## config.mk

```make
export PLATFORM = sky130hd
export DESIGN_NAME = cal_angle_arbiter_flat
export DESIGN_NICKNAME = d
export VERILOG_FILES = /design/src/rtl/cal_angle_pkg.sv /design/src/rtl/cal_angle_arbiter_if.sv /design/src/rtl/tag_fifo.sv /design/src/rtl/cal_angle_arbiter.sv /design/src/flat_wrapper.sv
export SDC_FILE = /design/constraint.sdc
export NUM_CORES = 1
export LEC_CHECK = 0
export ABC_AREA = 1
export BUFFER_PORTS_ARGS = -buffer_cell sky130_fd_sc_hd__buf_2
export CAP_MARGIN = 15
export CORE_MARGIN = 2
export CORE_UTILIZATION = 53
export CTS_BUF_LIST = sky130_fd_sc_hd__clkbuf_16
export DETAILED_ROUTE_END_ITERATION = 7
export HOLD_SLACK_MARGIN = 0.12
export PLACE_DENSITY = 0.85
export SLEW_MARGIN = 5
export SYNTH_ARGS = -nofsm -noshare
export SYNTH_HDL_FRONTEND = slang
export SYNTH_HIERARCHICAL = 1
export SYNTH_SLANG_ARGS = --single-unit
```

## constraint.sdc

```tcl
create_clock -name clk -period 6 [get_ports clk]
set_input_delay 0.3 -clock clk [delete_from_list [all_inputs] [get_ports clk]]
set_output_delay 0.3 -clock clk [all_outputs]
set_load 0.005 [all_outputs]
```

## src/rtl/cal_angle_pkg.sv

```systemverilog
// Shared definitions for the CalAngle arbiter.
// Holds the data/angle widths, the arbiter state type and the round-robin
// pick helper used by the grant logic.
package cal_angle_pkg;

  localparam int unsigned DATA_W  = 8;
  localparam int unsigned ANGLE_W = 16;
  // Widest channel vector rr_pick can search.
  localparam int unsigned MAX_CH  = 16;

  typedef enum logic [0:0] {
    StDrain = 1'b0,
    StRun   = 1'b1
  } state_e;

  // Index of the first set bit of req at or after ptr, wrapping modulo num_ch.
  // Returns 0 when no bit is set; callers qualify with |req.
  function automatic logic [3:0] rr_pick(input logic [MAX_CH-1:0] req,
                                         input logic [3:0]        ptr,
                                         input int unsigned       num_ch);
    logic [3:0] pick;
    logic       found;
    logic [4:0] idx;
    pick  = '0;
    found = 1'b0;
    for (int unsigned i = 0; i < MAX_CH; i++) begin
      // ptr < num_ch and i < num_ch, so a single subtract wraps the sum.
      idx = 5'(ptr) + 5'(i);
      if (32'(idx) >= num_ch) idx = idx - 5'(num_ch);
      if ((i < num_ch) && !found && req[idx[3:0]]) begin
        pick  = idx[3:0];
        found = 1'b1;
      end
    end
    return pick;
  endfunction

endpackage

```

## src/rtl/cal_angle_arbiter_if.sv

```systemverilog
// Bus bundle between the sample sources, the shared CalAngle core and the
// result consumer.
//   req_*  : per-channel sample valid/ready and packed 8-bit real/imag data
//   cal_*  : issue to CalAngle (val/real/imag) and its returned val/angle
//   res_*  : tagged result pulse; inflight_o occupancy; err_o sticky error
// Modport slave is the arbiter side, master the environment side.
interface cal_angle_arbiter_if #(
  parameter int unsigned NUM_CH       = 4,
  parameter int unsigned MAX_INFLIGHT = 32
);
  localparam int unsigned CH_W  = $clog2(NUM_CH);
  localparam int unsigned CNT_W = $clog2(MAX_INFLIGHT) + 1;

  logic [NUM_CH-1:0]                        req_val_i;
  logic [NUM_CH-1:0]                        req_rdy_o;
  logic [NUM_CH*cal_angle_pkg::DATA_W-1:0]  req_real_i;
  logic [NUM_CH*cal_angle_pkg::DATA_W-1:0]  req_imag_i;
  logic                                     cal_val_o;
  logic [cal_angle_pkg::DATA_W-1:0]         cal_real_o;
  logic [cal_angle_pkg::DATA_W-1:0]         cal_imag_o;
  logic                                     cal_val_i;
  logic [cal_angle_pkg::ANGLE_W-1:0]        cal_angle_i;
  logic                                     res_val_o;
  logic [CH_W-1:0]                          res_ch_o;
  logic [cal_angle_pkg::ANGLE_W-1:0]        res_angle_o;
  logic [CNT_W-1:0]                         inflight_o;
  logic                                     err_o;

  modport slave (
    input  req_val_i, req_real_i, req_imag_i, cal_val_i, cal_angle_i,
    output req_rdy_o, cal_val_o, cal_real_o, cal_imag_o,
           res_val_o, res_ch_o, res_angle_o, inflight_o, err_o
  );

  modport master (
    output req_val_i, req_real_i, req_imag_i, cal_val_i, cal_angle_i,
    input  req_rdy_o, cal_val_o, cal_real_o, cal_imag_o,
           res_val_o, res_ch_o, res_angle_o, inflight_o, err_o
  );

endinterface

```

## src/rtl/tag_fifo.sv

```systemverilog
// In-order tag FIFO holding the channel ID of each sample in flight in CalAngle.
//   clk, rst_n : clock, async active-low reset
//   push, din  : write a tag (accepted when not full, or when popping the same cycle)
//   pop, dout  : read the head tag (dout is valid whenever not empty)
//   count      : registered occupancy 0..DEPTH; empty/full flags derived from it
module tag_fifo #(
  parameter int unsigned WIDTH = 2,
  parameter int unsigned DEPTH = 32
) (
  input  logic                     clk,
  input  logic                     rst_n,
  input  logic                     push,
  input  logic                     pop,
  input  logic [WIDTH-1:0]         din,
  output logic [WIDTH-1:0]         dout,
  output logic [$clog2(DEPTH):0]   count,
  output logic                     empty,
  output logic                     full
);
  localparam int unsigned AW = $clog2(DEPTH);

  logic [WIDTH-1:0] mem [DEPTH];
  logic [AW-1:0]    wr_ptr_q, rd_ptr_q;
  logic [AW:0]      count_q, count_d;
  logic             do_push, do_pop;

  assign empty   = (count_q == '0);
  assign full    = (count_q == (AW+1)'(DEPTH));
  assign do_pop  = pop & ~empty;
  // While full, a push is only safe because the head leaves in the same cycle.
  assign do_push = push & (~full | do_pop);
  assign dout    = mem[rd_ptr_q];
  assign count   = count_q;

  always_comb begin
    count_d = count_q;
    case ({do_push, do_pop})
      2'b10:   count_d = count_q + 1'b1;
      2'b01:   count_d = count_q - 1'b1;
      default: count_d = count_q;
    endcase
  end

  always_ff @(posedge clk or negedge rst_n) begin
    if (!rst_n) begin
      wr_ptr_q <= '0;
      rd_ptr_q <= '0;
      count_q  <= '0;
    end else begin
      if (do_push) wr_ptr_q <= wr_ptr_q + 1'b1;
      if (do_pop)  rd_ptr_q <= rd_ptr_q + 1'b1;
      count_q <= count_d;
    end
  end

  // Storage needs no reset; only slots below count are ever read.
  always_ff @(posedge clk) begin
    if (do_push) mem[wr_ptr_q] <= din;
  end

endmodule

```

## src/rtl/cal_angle_arbiter.sv

```systemverilog
// Shares one CalAngle core among NUM_CH sample sources.
// Round-robin picks at most one sample per cycle, registers it into CalAngle
// and records its channel in an in-order tag FIFO; each CalAngle result pops a
// tag and is returned with its channel ID one cycle later.
//   clk, rst_n : clock, async active-low reset
//   bus        : request, CalAngle and result signals (cal_angle_arbiter_if.slave)
// After reset the block drains for PIPE_LAT cycles because CalAngle itself has
// no reset and may still emit stale results.
module cal_angle_arbiter
  import cal_angle_pkg::*;
#(
  parameter int unsigned NUM_CH       = 4,
  parameter int unsigned CH_W         = $clog2(NUM_CH),
  parameter int unsigned MAX_INFLIGHT = 32,
  parameter int unsigned PIPE_LAT     = 24
) (
  input logic                clk,
  input logic                rst_n,
  cal_angle_arbiter_if.slave bus
);
  localparam int unsigned CNT_W = $clog2(MAX_INFLIGHT) + 1;
  localparam int unsigned DW    = $clog2(PIPE_LAT + 1);

  state_e               state_q, state_d;
  logic [DW-1:0]        drain_cnt_q, drain_cnt_d;
  logic [CH_W-1:0]      rr_ptr_q, rr_ptr_d;
  logic                 run;

  logic [3:0]           grant_idx;
  logic [4:0]           grant_inc;
  logic [NUM_CH-1:0]    req_rdy;
  logic                 allow, push, pop;
  logic [DATA_W-1:0]    sel_real, sel_imag;

  logic                 cal_val_q;
  logic [DATA_W-1:0]    cal_real_q, cal_imag_q;
  logic                 res_val_q;
  logic [CH_W-1:0]      res_ch_q;
  logic [ANGLE_W-1:0]   res_angle_q;
  logic                 err_q;

  logic [CH_W-1:0]      fifo_dout;
  logic [CNT_W-1:0]     fifo_count;
  logic                 fifo_empty;

  // Drain / run control.
  always_comb begin
    state_d     = state_q;
    drain_cnt_d = drain_cnt_q;
    unique case (state_q)
      StDrain: begin
        if (drain_cnt_q == DW'(PIPE_LAT - 1)) state_d = StRun;
        else                                  drain_cnt_d = drain_cnt_q + 1'b1;
      end
      StRun:   state_d = StRun;
      default: state_d = StDrain;
    endcase
  end

  assign run = (state_q == StRun);

  // Results arriving with no tag are dropped; during drain they are ignored.
  assign pop = run & bus.cal_val_i & ~fifo_empty;

  // (count - pop) < MAX_INFLIGHT, written without a subtract since count <= MAX.
  assign allow = run & (pop | (fifo_count < CNT_W'(MAX_INFLIGHT)));

  assign grant_idx = rr_pick(16'(bus.req_val_i), 4'(rr_ptr_q), NUM_CH);
  assign grant_inc = {1'b0, grant_idx} + 5'd1;

  always_comb begin
    req_rdy  = '0;
    sel_real = '0;
    sel_imag = '0;
    for (int k = 0; k < NUM_CH; k++) begin
      req_rdy[k] = allow & bus.req_val_i[k] & (grant_idx == 4'(k));
      if (grant_idx == 4'(k)) begin
        sel_real = bus.req_real_i[k*DATA_W +: DATA_W];
        sel_imag = bus.req_imag_i[k*DATA_W +: DATA_W];
      end
    end
  end

  assign push = |req_rdy;

  always_comb begin
    rr_ptr_d = rr_ptr_q;
    if (push) rr_ptr_d = (grant_inc == 5'(NUM_CH)) ? '0 : grant_inc[CH_W-1:0];
  end

  tag_fifo #(
    .WIDTH (CH_W),
    .DEPTH (MAX_INFLIGHT)
  ) u_tag_fifo (
    .clk   (clk),
    .rst_n (rst_n),
    .push  (push),
    .pop   (pop),
    .din   (grant_idx[CH_W-1:0]),
    .dout  (fifo_dout),
    .count (fifo_count),
    .empty (fifo_empty),
    .full  ()
  );

  always_ff @(posedge clk or negedge rst_n) begin
    if (!rst_n) begin
      state_q     <= StDrain;
      drain_cnt_q <= '0;
      rr_ptr_q    <= '0;
      cal_val_q   <= 1'b0;
      cal_real_q  <= '0;
      cal_imag_q  <= '0;
      res_val_q   <= 1'b0;
      res_ch_q    <= '0;
      res_angle_q <= '0;
      err_q       <= 1'b0;
    end else begin
      state_q     <= state_d;
      drain_cnt_q <= drain_cnt_d;
      rr_ptr_q    <= rr_ptr_d;
      cal_val_q   <= push;
      if (push) begin
        cal_real_q <= sel_real;
        cal_imag_q <= sel_imag;
      end
      res_val_q <= pop;
      if (pop) begin
        res_ch_q    <= fifo_dout;
        res_angle_q <= bus.cal_angle_i;
      end
      if (run & bus.cal_val_i & fifo_empty) err_q <= 1'b1;
    end
  end

  assign bus.req_rdy_o   = req_rdy;
  assign bus.cal_val_o   = cal_val_q;
  assign bus.cal_real_o  = cal_real_q;
  assign bus.cal_imag_o  = cal_imag_q;
  assign bus.res_val_o   = res_val_q;
  assign bus.res_ch_o    = res_ch_q;
  assign bus.res_angle_o = res_angle_q;
  assign bus.inflight_o  = fifo_count;
  assign bus.err_o       = err_q;

endmodule
```

## src/flat_wrapper.sv

```systemverilog
// flat-port wrapper written by rule: the top's interface ports become plain ports
module cal_angle_arbiter_flat import cal_angle_pkg::*;
#(
  parameter int unsigned NUM_CH       = 4,
  parameter int unsigned CH_W         = $clog2(NUM_CH),
  parameter int unsigned MAX_INFLIGHT = 32,
  parameter int unsigned PIPE_LAT     = 24
)
  (clk, rst_n, bus_req_val_i, bus_req_real_i, bus_req_imag_i, bus_cal_val_i, bus_cal_angle_i, bus_req_rdy_o, bus_cal_val_o, bus_cal_real_o, bus_cal_imag_o, bus_res_val_o, bus_res_ch_o, bus_res_angle_o, bus_inflight_o, bus_err_o);
  cal_angle_arbiter_if #(.NUM_CH(NUM_CH), .MAX_INFLIGHT(MAX_INFLIGHT)) bus_i ();
  input logic clk;
  input logic rst_n;
  input wire logic [$bits(bus_i.req_val_i)-1:0] bus_req_val_i;
  input wire logic [$bits(bus_i.req_real_i)-1:0] bus_req_real_i;
  input wire logic [$bits(bus_i.req_imag_i)-1:0] bus_req_imag_i;
  input wire logic [$bits(bus_i.cal_val_i)-1:0] bus_cal_val_i;
  input wire logic [$bits(bus_i.cal_angle_i)-1:0] bus_cal_angle_i;
  output wire logic [$bits(bus_i.req_rdy_o)-1:0] bus_req_rdy_o;
  output wire logic [$bits(bus_i.cal_val_o)-1:0] bus_cal_val_o;
  output wire logic [$bits(bus_i.cal_real_o)-1:0] bus_cal_real_o;
  output wire logic [$bits(bus_i.cal_imag_o)-1:0] bus_cal_imag_o;
  output wire logic [$bits(bus_i.res_val_o)-1:0] bus_res_val_o;
  output wire logic [$bits(bus_i.res_ch_o)-1:0] bus_res_ch_o;
  output wire logic [$bits(bus_i.res_angle_o)-1:0] bus_res_angle_o;
  output wire logic [$bits(bus_i.inflight_o)-1:0] bus_inflight_o;
  output wire logic [$bits(bus_i.err_o)-1:0] bus_err_o;
  assign bus_i.req_val_i = bus_req_val_i;
  assign bus_i.req_real_i = bus_req_real_i;
  assign bus_i.req_imag_i = bus_req_imag_i;
  assign bus_i.cal_val_i = bus_cal_val_i;
  assign bus_i.cal_angle_i = bus_cal_angle_i;
  assign bus_req_rdy_o = bus_i.req_rdy_o;
  assign bus_cal_val_o = bus_i.cal_val_o;
  assign bus_cal_real_o = bus_i.cal_real_o;
  assign bus_cal_imag_o = bus_i.cal_imag_o;
  assign bus_res_val_o = bus_i.res_val_o;
  assign bus_res_ch_o = bus_i.res_ch_o;
  assign bus_res_angle_o = bus_i.res_angle_o;
  assign bus_inflight_o = bus_i.inflight_o;
  assign bus_err_o = bus_i.err_o;
  cal_angle_arbiter #(.NUM_CH(NUM_CH), .CH_W(CH_W), .MAX_INFLIGHT(MAX_INFLIGHT), .PIPE_LAT(PIPE_LAT)) u_core (.clk(clk), .rst_n(rst_n), .bus(bus_i));
endmodule
```

==> impl_results.md <==
- CP Launch Type: flop
- Period utilization: 0.785
- Root buf cell: clkbuf_16
- Syn Std Cell Area: 6800 um^2
- Post_cts resized: 0
- Worst hold path type: in2reg
- CP endpoint kind: flop
- Avg Cell Area, Syn: 8.19 um^2
- Fillers: 927
- Highest net fanout along the worst path: 22
- Layout cell share with drive strength beyond 1: 0.215
- Worst Max-Slew Pin Slew: 0.834 ns
- First-pass GRT wire length: 25.6 mm
- Post-CTS repair timing setup buffer count: 0
- CP max-delay cell: ha_1
- Setup_tns: 0 ns
- Rel. slew slack: 0.443
- Post-detail-place hpwl: 10.6 mm
- Outcome: complete, no violations
- Residual DRC count: 0
- Final setup violation count: 0
- Syn Inst Count: 830
- Total grt overflow: 0
- Via Count: 6027
- Peak VDD IR: 0.000664 V
- Highest clock rate: 0.212 GHz
- Max-Cap Viols: 0
- Clk slew on worst S/H paths: 0.06 ns
- Nets: 1077
- Post-Layout Cell Count: 1154
- Avg Vias per Cell: 5.22
- I/O pin cnt: 134
- Buf+Inv Stages, Crit Path: 6
- Worst skew pair latency: 0.42 ns
- First drt pass iteration count: 5
- CP arrival: 5.03 ns
- Longest Clk Path Bufs: 2
- Setup Crit Path Kind: reg2reg
- Die H: 117 um
- Cell family with most CP delay: simple AND/OR/NAND/NOR gates
- RSZ-0062 raised after global routing: false
- Synth-to-Final Area Change: 21.4%
- CTS Hold Bufs: 17
- Syn. warnings: 6
- First DRT Iteration DRCs: 491
- Max Slew Vio Count: 0
- DIE WIDTH: 117 um
- WP data required: 6.32 ns
- Die area: 13700 um^2
- Gpl congestion: 0.879
- Top cell by count, worst path: nand2_1
- Tmin final: 4.71 ns
- Clock sinks: 125
- ANT cells: 0
- Rows: 41
- Core area: 12600 um^2
- Syn nets: 937
- Final Hold Viols: 0
- GR Util All Layers: 0.243
- Cts bufs inserted: 17
- CP peak stage delay: 0.59 ns
- Static Leakage: 0.00413 uW
- Pin count of the biggest net entering global routing: 62
- H-tree levels: 4
- Initial core utilization: 0.541
- Port bufs: 133
- Avg WL per Cell: 14.2 um
- Post-placement cell count: 1106
- Post-DRT Antenna Nets: 0
- PwrDens: 685 nW/um^2
- Vias in the first global route: 5379
- Initial antenna violation count: 0
- CTS tree: built
- Worst clock skew: 0.00799 ns
- WL final: 16.4 mm
power breakdown:
| group | switching [uW] | internal [uW] | leakage, uW |
|---|---|---|---|
| Sequential | 162 | 1310 | 0.00131 |
| Clock | 371 | 549 | 0.000273 |
| Combinational | 2230 | 1040 | 0.00255 |
| Total | 2760 | 2890 | 0.00413 |
layer usage:
layer  track usage  share of wire  vias to the layer above
met4        0.0918          0.015                        0
met3        0.0520          0.078                       26
li1              -              -                     2958
met2         0.403           0.49                      276
met5             0              0                        -
met1         0.313           0.41                     2767
sequential cells by signal, indices dropped and copies added (netlist names):
| signal | cells |
|---|---|
| u_core/bus.res_val_o | 1 |
| u_core/u_tag_fifo/count | 6 |
| u_core/bus.cal_real_o | 8 |
| u_core/u_tag_fifo/mem | 64 |
| u_core/u_tag_fifo/wr_ptr_q | 5 |
| u_core/bus.cal_val_o | 1 |
| u_core/run | 1 |
| u_core/rr_ptr_q | 2 |
| u_core/bus.res_angle_o | 16 |
| u_core/drain_cnt_q | 5 |
| u_core/bus.err_o | 1 |
| u_core/bus.cal_imag_o | 8 |
| u_core/bus.res_ch_o | 2 |
| u_core/u_tag_fifo/rd_ptr_q | 5 |
stage by stage:
step | setup slack, ns | instance area (um^2) | total power, uW | util | hold slack, ns
2_1_floorplan | 1.63 | 6800 | 3910 | - | 0.00441
3_3_place_gp | 1.57 | 7540 | 4530 | 0.600 | 0.450
3_5_place_dp | 1.35 | 7540 | 4640 | 0.600 | 0.453
4_1_cts | 1.32 | 8250 | 5620 | 0.657 | 0.123
5_1_grt | 0.859 | 8250 | 6150 | 0.657 | 0.130
6_report | 1.29 | 8250 | 5650 | 0.657 | 0.136
layout by cell type, fill, tap and decap left out, types with 2 or more instances in the layout:
cell type,n
inv_2,5
clkinv_2,5
or2_2,16
nor2_1,69
a21oi_1,10
inv_1,73
inv_6,3
nor2_2,3
ha_1,19
nand2_2,5
xnor2_1,4
nand3_1,112
dfrtp_1,61
xor2_1,10
nand3_2,2
dlygate4sd3_1,17
o21ai_0,18
inv_4,4
edfxtp_1,64
clkinv_1,4
clkbuf_16,18
nand2_1,273
buf_4,7
nor3_1,26
nand4_1,5
buf_2,133
worst paths after layout:
check	from	to	slack, ns	cells after the start
worst min-delay path	bus_cal_val_i	u_core/bus.err_o$_DFFE_PN0P_	0.14	2
worst max register to register	u_core/rr_ptr_q[0]$_DFFE_PN0P_	u_core/u_tag_fifo/count[5]$_DFFE_PN0P_	1.29	27
max in group asynchronous	rst_n	u_core/rr_ptr_q[1]$_DFFE_PN0P_	4.92	3
worst max-delay path	u_core/rr_ptr_q[0]$_DFFE_PN0P_	u_core/u_tag_fifo/count[5]$_DFFE_PN0P_	1.29	27
worst min register to register	u_core/bus.res_angle_o[12]$_DFFE_PN0P_	u_core/bus.res_angle_o[12]$_DFFE_PN0P_	0.47	2
min in group asynchronous	rst_n	u_core/bus.res_angle_o[4]$_DFFE_PN0P_	0.57	3
final cells by class:
type                    count  area (um^2)  area share
inverters                  83          314      0.0381
clock buffers              18          450      0.0546
clock inverters            13         86.3      0.0105
flip-flops and latches    125         3450       0.418
well taps                 172          215      0.0261
multi-input cells         586         2850       0.345
repair buffers            157          888       0.108
No activity file was read; power rests on OpenSTA's default activity.
